--- src/rtl/cpu_types_pkg.sv ---
// Shared types for the MIPS core's fetch stage: the word type, the next-PC
// mode encoding and the default return-address-stack depth.
package cpu_types_pkg;

    typedef logic [31:0] word_t;

    typedef enum logic [2:0] {
        PC_NEXT = 3'd0,
        PC_BR   = 3'd1,
        PC_J    = 3'd2,
        PC_JR   = 3'd3,
        PC_JAL  = 3'd4,
        PC_RET  = 3'd5
    } pcsrc_t;

    localparam int RAS_DEPTH_DEFAULT = 4;

endpackage

--- src/rtl/ras_stack.sv ---
// Circular return-address stack: a push when full overwrites the oldest entry,
// a pop when empty is ignored, and the occupancy saturates at DEPTH.
module ras_stack
    import cpu_types_pkg::*;
#(
    parameter int DEPTH = RAS_DEPTH_DEFAULT
) (
    input  logic  CLK,
    input  logic  RST,
    input  logic  push,
    input  logic  pop,
    input  word_t din,
    output word_t top,
    output logic  empty,
    output logic  full
);

    localparam int PW = $clog2(DEPTH);
    localparam int CW = PW + 1;

    word_t           mem_q [DEPTH];
    logic [PW-1:0]   wr_ptr_q, wr_ptr_d;
    logic [CW-1:0]   count_q, count_d;

    assign empty = (count_q == CW'(0));
    assign full  = (count_q == CW'(DEPTH));
    // The newest entry sits just below the write pointer; wraps naturally.
    assign top   = mem_q[wr_ptr_q - PW'(1)];

    // Pointer and occupancy next-state.
    always_comb begin
        wr_ptr_d = wr_ptr_q;
        count_d  = count_q;
        if (push) begin
            wr_ptr_d = wr_ptr_q + PW'(1);
            if (full) begin
                count_d = count_q;
            end else begin
                count_d = count_q + CW'(1);
            end
        end else if (pop && !empty) begin
            wr_ptr_d = wr_ptr_q - PW'(1);
            count_d  = count_q - CW'(1);
        end else begin
            wr_ptr_d = wr_ptr_q;
            count_d  = count_q;
        end
    end

    // Pointer and occupancy registers.
    always_ff @(posedge CLK) begin
        if (RST) begin
            wr_ptr_q <= PW'(0);
            count_q  <= CW'(0);
        end else begin
            wr_ptr_q <= wr_ptr_d;
            count_q  <= count_d;
        end
    end

    // Entry storage; contents are don't-care after reset.
    always_ff @(posedge CLK) begin
        if (push) begin
            mem_q[wr_ptr_q] <= din;
        end
    end

endmodule

--- src/rtl/pc_unit.sv ---
// Fetch-stage program counter: next-PC mux, PC register, sticky halt and a
// one-cycle pulse when a RAS-predicted return disagrees with the register value.
module pc_unit
    import cpu_types_pkg::*;
#(
    parameter word_t PC_INIT   = 32'h0000_0000,
    parameter int    RAS_DEPTH = RAS_DEPTH_DEFAULT
) (
    input  logic        CLK,
    input  logic        RST,
    input  logic        pc_en,
    input  logic        halt,
    input  logic [2:0]  pc_src,
    input  word_t       imm16,
    input  logic [25:0] imm26,
    input  word_t       jr_addr,
    output word_t       imemaddr,
    output word_t       pc_plus4,
    output logic        halted,
    output logic        ras_empty,
    output logic        ras_full,
    output logic        ras_mispredict
);

    word_t pc_q, pc_d;
    logic  halted_q, halted_d;
    logic  mis_q, mis_d;
    word_t target_s;
    word_t ras_top_s;
    logic  update_s, push_s, pop_s;

    assign imemaddr       = pc_q;
    assign pc_plus4       = pc_q + 32'd4;
    assign halted         = halted_q;
    assign ras_mispredict = mis_q;
    assign update_s       = pc_en & ~halt & ~halted_q;

    ras_stack #(.DEPTH(RAS_DEPTH)) u_ras (
        .CLK   (CLK),
        .RST   (RST),
        .push  (push_s),
        .pop   (pop_s),
        .din   (pc_plus4),
        .top   (ras_top_s),
        .empty (ras_empty),
        .full  (ras_full)
    );

    // Next-PC selection and RAS/halt/mispredict control.
    always_comb begin
        target_s = pc_plus4;
        pc_d     = pc_q;
        push_s   = 1'b0;
        pop_s    = 1'b0;
        mis_d    = 1'b0;
        halted_d = halted_q | (pc_en & halt);
        case (pc_src)
            PC_NEXT: target_s = pc_plus4;
            PC_BR:   target_s = pc_plus4 + (imm16 << 2);
            PC_J:    target_s = {pc_plus4[31:28], imm26, 2'b00};
            PC_JR:   target_s = jr_addr;
            PC_JAL:  target_s = {pc_plus4[31:28], imm26, 2'b00};
            PC_RET:  target_s = ras_empty ? jr_addr : ras_top_s;
            default: target_s = pc_plus4;
        endcase
        if (update_s) begin
            pc_d   = target_s;
            push_s = (pc_src == PC_JAL);
            pop_s  = (pc_src == PC_RET) && !ras_empty;
            mis_d  = pop_s && (ras_top_s != jr_addr);
        end else begin
            pc_d   = pc_q;
            push_s = 1'b0;
            pop_s  = 1'b0;
            mis_d  = 1'b0;
        end
    end

    // PC, halt and mispredict registers.
    always_ff @(posedge CLK) begin
        if (RST) begin
            pc_q     <= PC_INIT;
            halted_q <= 1'b0;
            mis_q    <= 1'b0;
        end else begin
            pc_q     <= pc_d;
            halted_q <= halted_d;
            mis_q    <= mis_d;
        end
    end

endmodule

--- config.mk ---
export PLATFORM = sky130hd
export DESIGN_NAME = pc_unit
export DESIGN_NICKNAME = d
export VERILOG_FILES = /design/src/rtl/cpu_types_pkg.sv /design/src/rtl/ras_stack.sv /design/src/rtl/pc_unit.sv
export SDC_FILE = /design/constraint.sdc
export NUM_CORES = 1
export LEC_CHECK = 0
export BUFFER_PORTS_ARGS = -buffer_cell sky130_fd_sc_hd__buf_2
export CAP_MARGIN = 20
export CORE_ASPECT_RATIO = 0.6
export CORE_UTILIZATION = 55
export DETAILED_ROUTE_END_ITERATION = 8
export GPL_ROUTABILITY_DRIVEN = 0
export PLACE_DENSITY = 0.75
export SYNTH_ARGS = -nofsm -noshare
export SYNTH_HDL_FRONTEND = slang
export SYNTH_HIERARCHICAL = 1
export SYNTH_SLANG_ARGS = --single-unit
--- constraint.sdc ---
create_clock -name CLK -period 9.12 [get_ports CLK]
set_input_delay 0.456 -clock CLK [delete_from_list [all_inputs] [get_ports CLK]]
set_output_delay 0.456 -clock CLK [all_outputs]
set_load 0.005 [all_outputs]
[After elaboration in Yosys (flattened, before gate mapping)]
Memories as Yosys holds them, arrays and structs flattened.
Index checks and enable logic that the tools add are counted.
Word-level totals
  register bits: 39
  latch bits: 0
  memory bits (writable): 128
  bits in read-only memories: 0
  input port bits: 97
  logic and storage cells: 47
  memories: 1
Memories
  u_ras.mem_q: words 4, width 32, rd ports 1, clocked after memory_dff 0, wr ports 1, line ras_stack.sv:21  | word_t mem_q [DEPTH];
Operators by class
  add/sub/neg operators: 6
  multiply operators: 0
  div/mod/pow operators: 0
  magnitude comparators: 0
  equal/unequal tests: 8
  shift-type cells: 0
  muxes and demuxes: 11
  bitwise operators: 7
  reduce and logical (&&, ||, !) cells: 9
Operators with widths (count)
  32-bit one-hot mux with 4 select lines: 1
  32-bit by 3-bit adder with 32-bit output (second input constant): 1
  32-bit adder: 1
  32-bit 2-to-1 mux: 1
  32-bit inequality test: 1
  3-bit equality test (second input constant): 3
  3-bit 2-to-1 mux: 3
  3-bit by 2-bit equality test with 1-bit output (second input constant): 2
  1-bit 2-to-1 mux: 4
  2-bit 2-to-1 mux: 2
  2-bit OR reduction: 2
  3-bit by 1-bit adder with 3-bit output (second input constant): 1
  1-bit bitwise AND: 3
  3-bit by 1-bit equality test with 1-bit output (second input constant): 1
  1-bit logical AND: 3
  3-bit logical NOT: 1
  1-bit inverter: 3
  3-bit by 1-bit subtractor with 3-bit output (second input constant): 1
  2-bit by 1-bit adder with 2-bit output (second input constant): 1
  2-bit inequality test (second input constant): 1
  2-bit AND reduction: 1
  2-bit nonzero test: 1
  2-bit by 1-bit subtractor with 2-bit output (second input constant): 1
  1-bit logical NOT: 1
  1-bit bitwise OR: 1

[Logic depth before layout (Yosys ltp)]
Gate-level depths: netlist (run 1).
  word-level depth: 7
  gate-level depth with buffers: 16
  gate-level depth less buffers: 16

[Modules after synthesis]
Netlist (run 1), hierarchy kept.
Modules (own cells, without submodules)
  ras_stack: instances 1, cells an instance 213, area each 4996.0 um^2
  pc_unit: instances 1, cells an instance 691, area each 4954.8 um^2

[Worst setup path before layout (run 1)]
Ideal clock, no wire load.
  path type: input port to flip-flop
  start: in halt
  end: reg u_ras.count_q[2]
  library setup time: 95 ps
  arrival: 3564 ps
  required time: 9025 ps
  setup slack: 5461 ps
  cell stages on the path: 11
  path through: or3b_2 -> clkbuf_1 -> buf_1 -> buf_1 -> nor4b_1 -> buf_6 -> inv_1 -> fa_1 -> or3b_1 -> or4_1 -> o311ai_1
Between the ends
  elaborated cells on any way between the ends: 10
  those cells by class: eq/ne: 1; mux: 3; bitwise: 3; reduce/logical: 3
RTL lines
  start: declaration: line pc_unit.sv:12  | input logic halt,
  1-bit inverter *: line pc_unit.sv:36  | assign update_s = pc_en & ~halt & ~halted_q;
  1-bit bitwise AND * (2 in a row): line pc_unit.sv:36
  1-bit 2-to-1 mux *: line pc_unit.sv:66  | if (update_s) begin
  via push_s: line pc_unit.sv:30  | logic update_s, push_s, pop_s;
  2-bit inequality test (no source line) or 2-bit nonzero test (tied branches)
  2-bit AND reduction (no source line)
  end signal: assignment: line ras_stack.sv:57  | count_q <= count_d;
  end: declaration: line ras_stack.sv:23  | logic [CW-1:0] count_q, count_d;
Mark *: on every way through the listed nets, which the timed path passes. The rest lies on a longest branch.
A chain may end at the register's enable or synchronous reset.

[Worst setup path after layout (run 1)]
  start: reg pc_q[8] (netlist: imemaddr[8])
  end: reg pc_q[26] (netlist: imemaddr[26])
Between the ends
  word-level cells in the longest chain between the ends: 3
Ends and longest elaborated chain
  start: declaration: line pc_unit.sv:25  | word_t pc_q, pc_d;
  start signal: assignment: line pc_unit.sv:86  | pc_q <= pc_d;
  32-bit by 3-bit adder with 32-bit output *: line pc_unit.sv:33  | assign pc_plus4 = pc_q + 32'd4;
  32-bit adder: line pc_unit.sv:59  | PC_BR: target_s = pc_plus4 + (imm16 << 2);
  32-bit one-hot mux with 4 select lines *: line pc_unit.sv:57  | case (pc_src)
Mark *: on every way between the ends. The rest lies on a longest branch, timed or not.

==> results.toml, run 1 <==
[logic_synthesis]
seq_area_frac_synth_pct = 46.5
synth_top_family_by_area = "compound AO/OA/AOI/OAI gates"
yosys-top-cells-count = "edfxtp_1, nand2_1, a21oi_1"
ys.flop_type = "edfxtp_1"
synth-simple-area-share_pct = 13.9
yosysTopAreaCellShare_pct = 38.6
postSynthAreaPerCell_um2 = 11.0
ys_seq_elements = 167
synth-adder-area-share_pct = 5.43
yosysWarnings = 6
synth.most_common_cell = "edfxtp_1"
synth_compound_area_share_pct = 15.7
synth_xor_area_share_pct = 6.84
synth_edf_count = 128
async_flop_share_pct = 0
synthMuxAreaShare_pct = 8.68
synth_top_cell_by_area = "edfxtp_1"
synthDistinctLibCells = 72
syn-num-nets = 1043
yosys-top-cells-area = "edfxtp_1, dfxtp_1, mux4_2"
synth_cells = 904
netlist_area_um2 = 9950

[routing]
avgRoutedWirePerCell_um = 24.7
finalWirelength_mm = 32.1
drt_iter0_drc = 1235
drc = 0
dr.pass1.iters = 6
vias_per_cell = 6.76
vias = 8800
ant_nets = 0

[timing]
setup_violations = 0
final-hold-violation-count = 0
timing.slew.headroom_pct = 31.3
fin_crit_sh_pct = 52.9
fin_setup_tns_ns = 0
clock_skew_ns = 0.0138
fin_crit_ns = 4.83
rsz0062_at_grt = "false"
worstMarginPinSlew_ns = 1.03
slew_viol_final = 0
fmax_ghz = 0.207

[grt]
antenna_found_initial = 0
grt_pass1_vias = 8108
grtUsageTotal_pct = 35.1
grt_pass1_wl_mm = 48.4
overflow = 0
grt_max_degree = 39

[clock_tree]
clock_sinks = 167
clockBufferDepth = 2
cts_setup_buffers = 0
clkTransAtPathRegs_ns = 0.07
cts-root-buf = "clkbuf_16"
ctsHoldBuffers = 0
cts_tree = "yes"
htreeDepth = 4
post_cts_resized = 0
worstSkewPairLatency_ns = 0.43
cts_made_buffers = 17

[worst_setup_path]
cp_max_fo = 8
end_kind = "flip-flop"
criticalPathCategory = "reg2reg"
required_ns = 9.42
crit_arrival_ns = 5.13
crit_family = "simple AND/OR/NAND/NOR gates"
path_cells = "nand4_1, nor3_2, nand3_1, nor2_1, xor2_1, ha_1, a21o_1, a21oi_1, nand4bb_1, o21a_4, a41o_1, or3_1, a31oi_1, a211oi_1"
crit_slowest_cell = "nor3_2"
critPathMaxStageDelay_ns = 0.68
cp_num_buf_inv = 0
worstSetupStartpointType = "flip-flop"
rr_startpoint = "imemaddr[8]$_SDFFE_PP0P_"
startpoint = "imemaddr[8]$_SDFFE_PP0P_"

[floorplanning]
start_util_pct = 57.2
dieHeight_um = 106
die_x_um = 176
io_pins = 165
rows = 37
die_area_um2 = 18700
core_um2 = 17400

[layout]
antenna_cells = 0
fin_area_um2 = 11600
final_cells = 1301
layout-drive-gt1-share_pct = 24.4
syn_to_final_growth_pct = 16.5
post-route-util_pct = 66.6
layout.nets = 1193

[hold_path]
min_from = "pc_en"
min-delay-path-class = "in2reg"

[pwr]
leakage_nw = 4.55
power_density_nw_per_um2 = 164
max-vdd-ir-drop_uv = 129
p_total_w = 0.00190

[placement]
placedInstanceArea_um2 = 11000
portBuffers = 162
hpwl_mm = 22.5
dp_cells = 1269

[job]
max_cap_violations = 0

[run_status]
status = "completed"
==> final timing paths <==
check                                    to  slack [ns]  cells past startpoint
setup / recovery  imemaddr[26]$_SDFFE_PP0P_        4.29                     14
hold / removal            halted$_SDFF_PP0_        0.28                      3
setup reg to reg  imemaddr[26]$_SDFFE_PP0P_        4.29                     14
hold reg to reg    imemaddr[9]$_SDFFE_PP0P_        0.54                      2
==> routing by layer <==
layer | track usage (%) | up-vias | wire, µm
met5 | 0 | - | 0
met4 | 8.45 | 0 | 656
met3 | 9.01 | 76 | 4740
met2 | 49.0 | 704 | 13100
met1 | 53.9 | 4203 | 13600
li1 | - | 3817 | -
==> placed cells by master, fill, tap and decap left out, types with 5 or more instances in the layout <==
cell type  count
ha_1          40
nor4_1        12
a211oi_1      13
mux2i_1       12
clkbuf_16     17
a221o_1       11
xor2_1        48
a21oi_1       60
or3_1          6
dfxtp_1       38
nor2_1        58
nand3_1       33
nand2_1       67
xnor2_1       27
mux4_2        32
nor3_1        20
a22oi_1        8
nand2b_1       7
and2_1        13
a221oi_1      16
inv_6          7
buf_4         18
edfxtp_1     128
nand3b_1       5
buf_2        162
nand4_1       19
o211ai_1       6
o21ai_0       43
a21o_1        11
o22ai_1        8
inv_1         18
and3_1        12
a31oi_1       17
==> per-stage QoR <==
stage | setup slack, ns | hold slack (ns)
final | 4.29 | 0.284
after global routing | 4.19 | 0.350
after CTS | 4.53 | 0.284
after detailed placement | 4.55 | 0.494
after global placement | 4.60 | 0.479
after floorplan | 5.46 | 0.484
==> cell type report <==
type	count	area [µm²]
inverter	18	67.6
clock inverter	15	180
timing repair buffer	180	946
clock buffer	17	425
sequential	167	4630
multi-input combinational	670	5050
fill	1388	5810
tap	234	293
==> registers in the layout (all words and copies together) (netlist names) <==
register / flops
imemaddr: 32
u_ras/count_q: 3
ras_mispredict: 1
halted: 1
u_ras/wr_ptr_q: 2
u_ras/mem_q: 128
==> report_power, final <==
part           internal [W]  switching [W]  leakage (nW)
Clock              0.000416       0.000348         0.294
Sequential         0.000829      0.0000162          1.47
Combinational      0.000109       0.000178          2.78
==> worst reg2reg max path, delay by kind of cell (launching register included) <==
kind | cells | cell delay [ns]
fa+ha+maj | 1 | 0.44
simple gates | 6 | 1.91
xor+xnor | 1 | 0.56
flops | 1 | 0.51
compound gates | 6 | 1.28
==> cell families (layout without fill, tap and decap cells) <==
| logic type | Yosys count | in the layout |
|---|---|---|
| AO/OA/AOI/OAI | 233 | 233 |
| XOR/XNOR | 76 | 76 |
| adder cells (fa/ha/maj) | 42 | 42 |
| buffers and inverters | 67 | 230 |
| flip-flops | 167 | 167 |
| multiplexers | 46 | 46 |
| AND/OR/NAND/NOR | 273 | 273 |
No activity file was read; power rests on OpenSTA's default activity.
==> inputs of run 2 (changes only) <==
==> constraint.sdc (replaced) <==
create_clock -name CLK -period 5 [get_ports CLK]
set_input_delay 0.25 -clock CLK [delete_from_list [all_inputs] [get_ports CLK]]
set_output_delay 0.25 -clock CLK [all_outputs]
set_load 0.005 [all_outputs]
==> run 2 against run 1 <==
Effect of this change:
- non-clock buffer count increased by 5
- cell area grew 0.27%
- core utilization rose by 0.18 points
- via count decreased by 1.4%
- clock skew up 0.0017 ns
- wire length down 1.2%
- sequential cell count unchanged
- worst hold slack lost 0.19 ns
- combinational power rose by 83%
- critical path depth did not move
- largest cell class unchanged
- clock power up 70%
- critical endpoint is now imemaddr[29]$_SDFFE_PP0P_
==> results.toml, run 2 (synthesis results as in run 1) <==
[run_status]
status = "completed"

[placement]
portBuffers = 162
placedInstanceArea_um2 = 11000
hpwl_mm = 22.3
dp_cells = 1274

[routing]
drc = 0
drt_iter0_drc = 1372
dr.pass1.iters = 6
ant_nets = 0
vias_per_cell = 6.64
vias = 8677
avgRoutedWirePerCell_um = 24.3
finalWirelength_mm = 31.7

[worst_setup_path]
critPathMaxStageDelay_ns = 0.56
worst-r2r-cell-count = 14
crit_family = "simple AND/OR/NAND/NOR gates"
criticalPathCategory = "reg2reg"
crit_slowest_cell = "xor2_1"
required_ns = 5.37
reg2reg_to = "imemaddr[29]$_SDFFE_PP0P_"
cp_max_fo = 8
path_cells = "nand3_1, or2_2, nor3_1, and3_1, xor2_1, ha_1, a21oi_1, o21ai_0, a21o_1, a21oi_1, o21ai_0, nor3_1, mux2i_1, nand2_1"
cp_num_buf_inv = 0
worstSetupStartpointType = "flip-flop"
ff2ff_setup_slack_ns = 0.61
rr_startpoint = "imemaddr[13]$_SDFFE_PP0P_"
end_kind = "flip-flop"
crit_arrival_ns = 4.76

[timing]
timing.slew.headroom_pct = 30.4
fmax_ghz = 0.228
final-hold-violation-count = 0
clock_skew_ns = 0.0155
slew_viol_final = 0
fin_crit_sh_pct = 87.9
fin_crit_ns = 4.39
rsz0062_at_grt = "false"
fin_setup_tns_ns = 0
worstMarginPinSlew_ns = 1.04
setup_violations = 0

[grt]
grtUsageTotal_pct = 35.0
grt_pass1_wl_mm = 48.1
overflow = 0
antenna_found_initial = 1
grt_pass1_vias = 8029
grt_max_degree = 38

[layout]
fin_area_um2 = 11600
mostFrequentLayoutCell = "buf_2"
antenna_cells = 0
largest_reg_flops = 128
final_cells = 1306
largest_register = "u_ras/mem_q"
syn_to_final_growth_pct = 16.8
layout.nets = 1198
num-fill-cells = 1337
layout-drive-gt1-share_pct = 24.7
layout_common_cells = "buf_2, edfxtp_1, nand2_1"

[clock_tree]
cts_made_buffers = 17
ctsHoldBuffers = 0
cts-root-buf = "clkbuf_16"
clock_sinks = 167
clkTransAtPathRegs_ns = 0.07
cts_setup_buffers = 0
clockBufferDepth = 2
cts_tree = "yes"
worstSkewPairLatency_ns = 0.43
htreeDepth = 4
post_cts_resized = 0

[pwr]
p_total_w = 0.00336
power_density_nw_per_um2 = 289
max-vdd-ir-drop_uv = 235
leakage_nw = 4.56

[hold_path]
holdPathEnd = "halted$_SDFF_PP0_"
min_from = "pc_en"
hold_depth = 3
min-delay-path-class = "in2reg"

[job]
max_cap_violations = 0

[floorplanning]
io_pins = 165
dieHeight_um = 106
start_util_pct = 57.2
core_um2 = 17400
rows = 37
die_area_um2 = 18700
die_x_um = 176
[run 2: power by group]
group / internal, W / switching [W] / total, W / leakage [nW]
sequential: 0.00151 / 0.0000290 / 0.00154 / 1.47
combinational: 0.000200 / 0.000321 / 0.000522 / 2.82
clock: 0.000708 / 0.000594 / 0.00130 / 0.265
total: 0.00242 / 0.000944 / 0.00336 / 4.56
[run 2: stage by stage]
stage	hold slack (ns)	setup slack (ns)	util [%]
3_5_place_dp	0.505	0.594	63.5
2_1_floorplan	0.319	1.35	-
5_1_grt	0.110	0.204	66.8
3_3_place_gp	0.500	0.721	63.5
4_1_cts	0.0913	0.504	66.7
6_report	0.0965	0.606	66.8
[run 2: metal layers]
metal,vias to the layer above,track usage (%),part of all wire [%]
met1,4081,53.7,42
met5,-,0,0.025
met2,708,47.9,41
met4,2,8.51,1.7
met3,61,10.1,15
li1,3825,-,-
[run 2: worst register-to-register path, cell delays in order (launching register included)]
cell and delay, ns:
dfxtp_1 0.47, nand3_1 0.17, or2_2 0.38, nor3_1 0.54, and3_1 0.26, xor2_1 0.56
ha_1 0.42, a21oi_1 0.37, o21ai_0 0.27, a21o_1 0.24, a21oi_1 0.15, o21ai_0 0.14
nor3_1 0.17, mux2i_1 0.12, nand2_1 0.08
[run 2: worst max-delay path by stage]
stage | slack [ns] | cells after the start | endpoint | from
2_1_floorplan | 1.35 | 13 | imemaddr[26]$_SDFFE_PP0P_ | imemaddr[4]$_SDFFE_PP0P_
6_report | 0.61 | 14 | imemaddr[29]$_SDFFE_PP0P_ | imemaddr[13]$_SDFFE_PP0P_
4_1_cts | 0.50 | 16 | imemaddr[23]$_SDFFE_PP0P_ | imemaddr[2]$_SDFFE_PP0P_
3_3_place_gp | 0.72 | 16 | imemaddr[25]$_SDFFE_PP0P_ | imemaddr[2]$_SDFFE_PP0P_
3_5_place_dp | 0.59 | 16 | imemaddr[25]$_SDFFE_PP0P_ | imemaddr[2]$_SDFFE_PP0P_
5_1_grt | 0.20 | 16 | imemaddr[23]$_SDFFE_PP0P_ | imemaddr[2]$_SDFFE_PP0P_
[run 2: cell type report]
type,instances,area (µm²),area share (%)
inverter,18,67.6,0.581
clock buffer,20,447,3.84
clock inverter,12,120,1.03
multi-input combinational,670,5060,43.6
sequential,167,4630,39.8
timing repair buffer,185,1010,8.68
tap,234,293,2.52
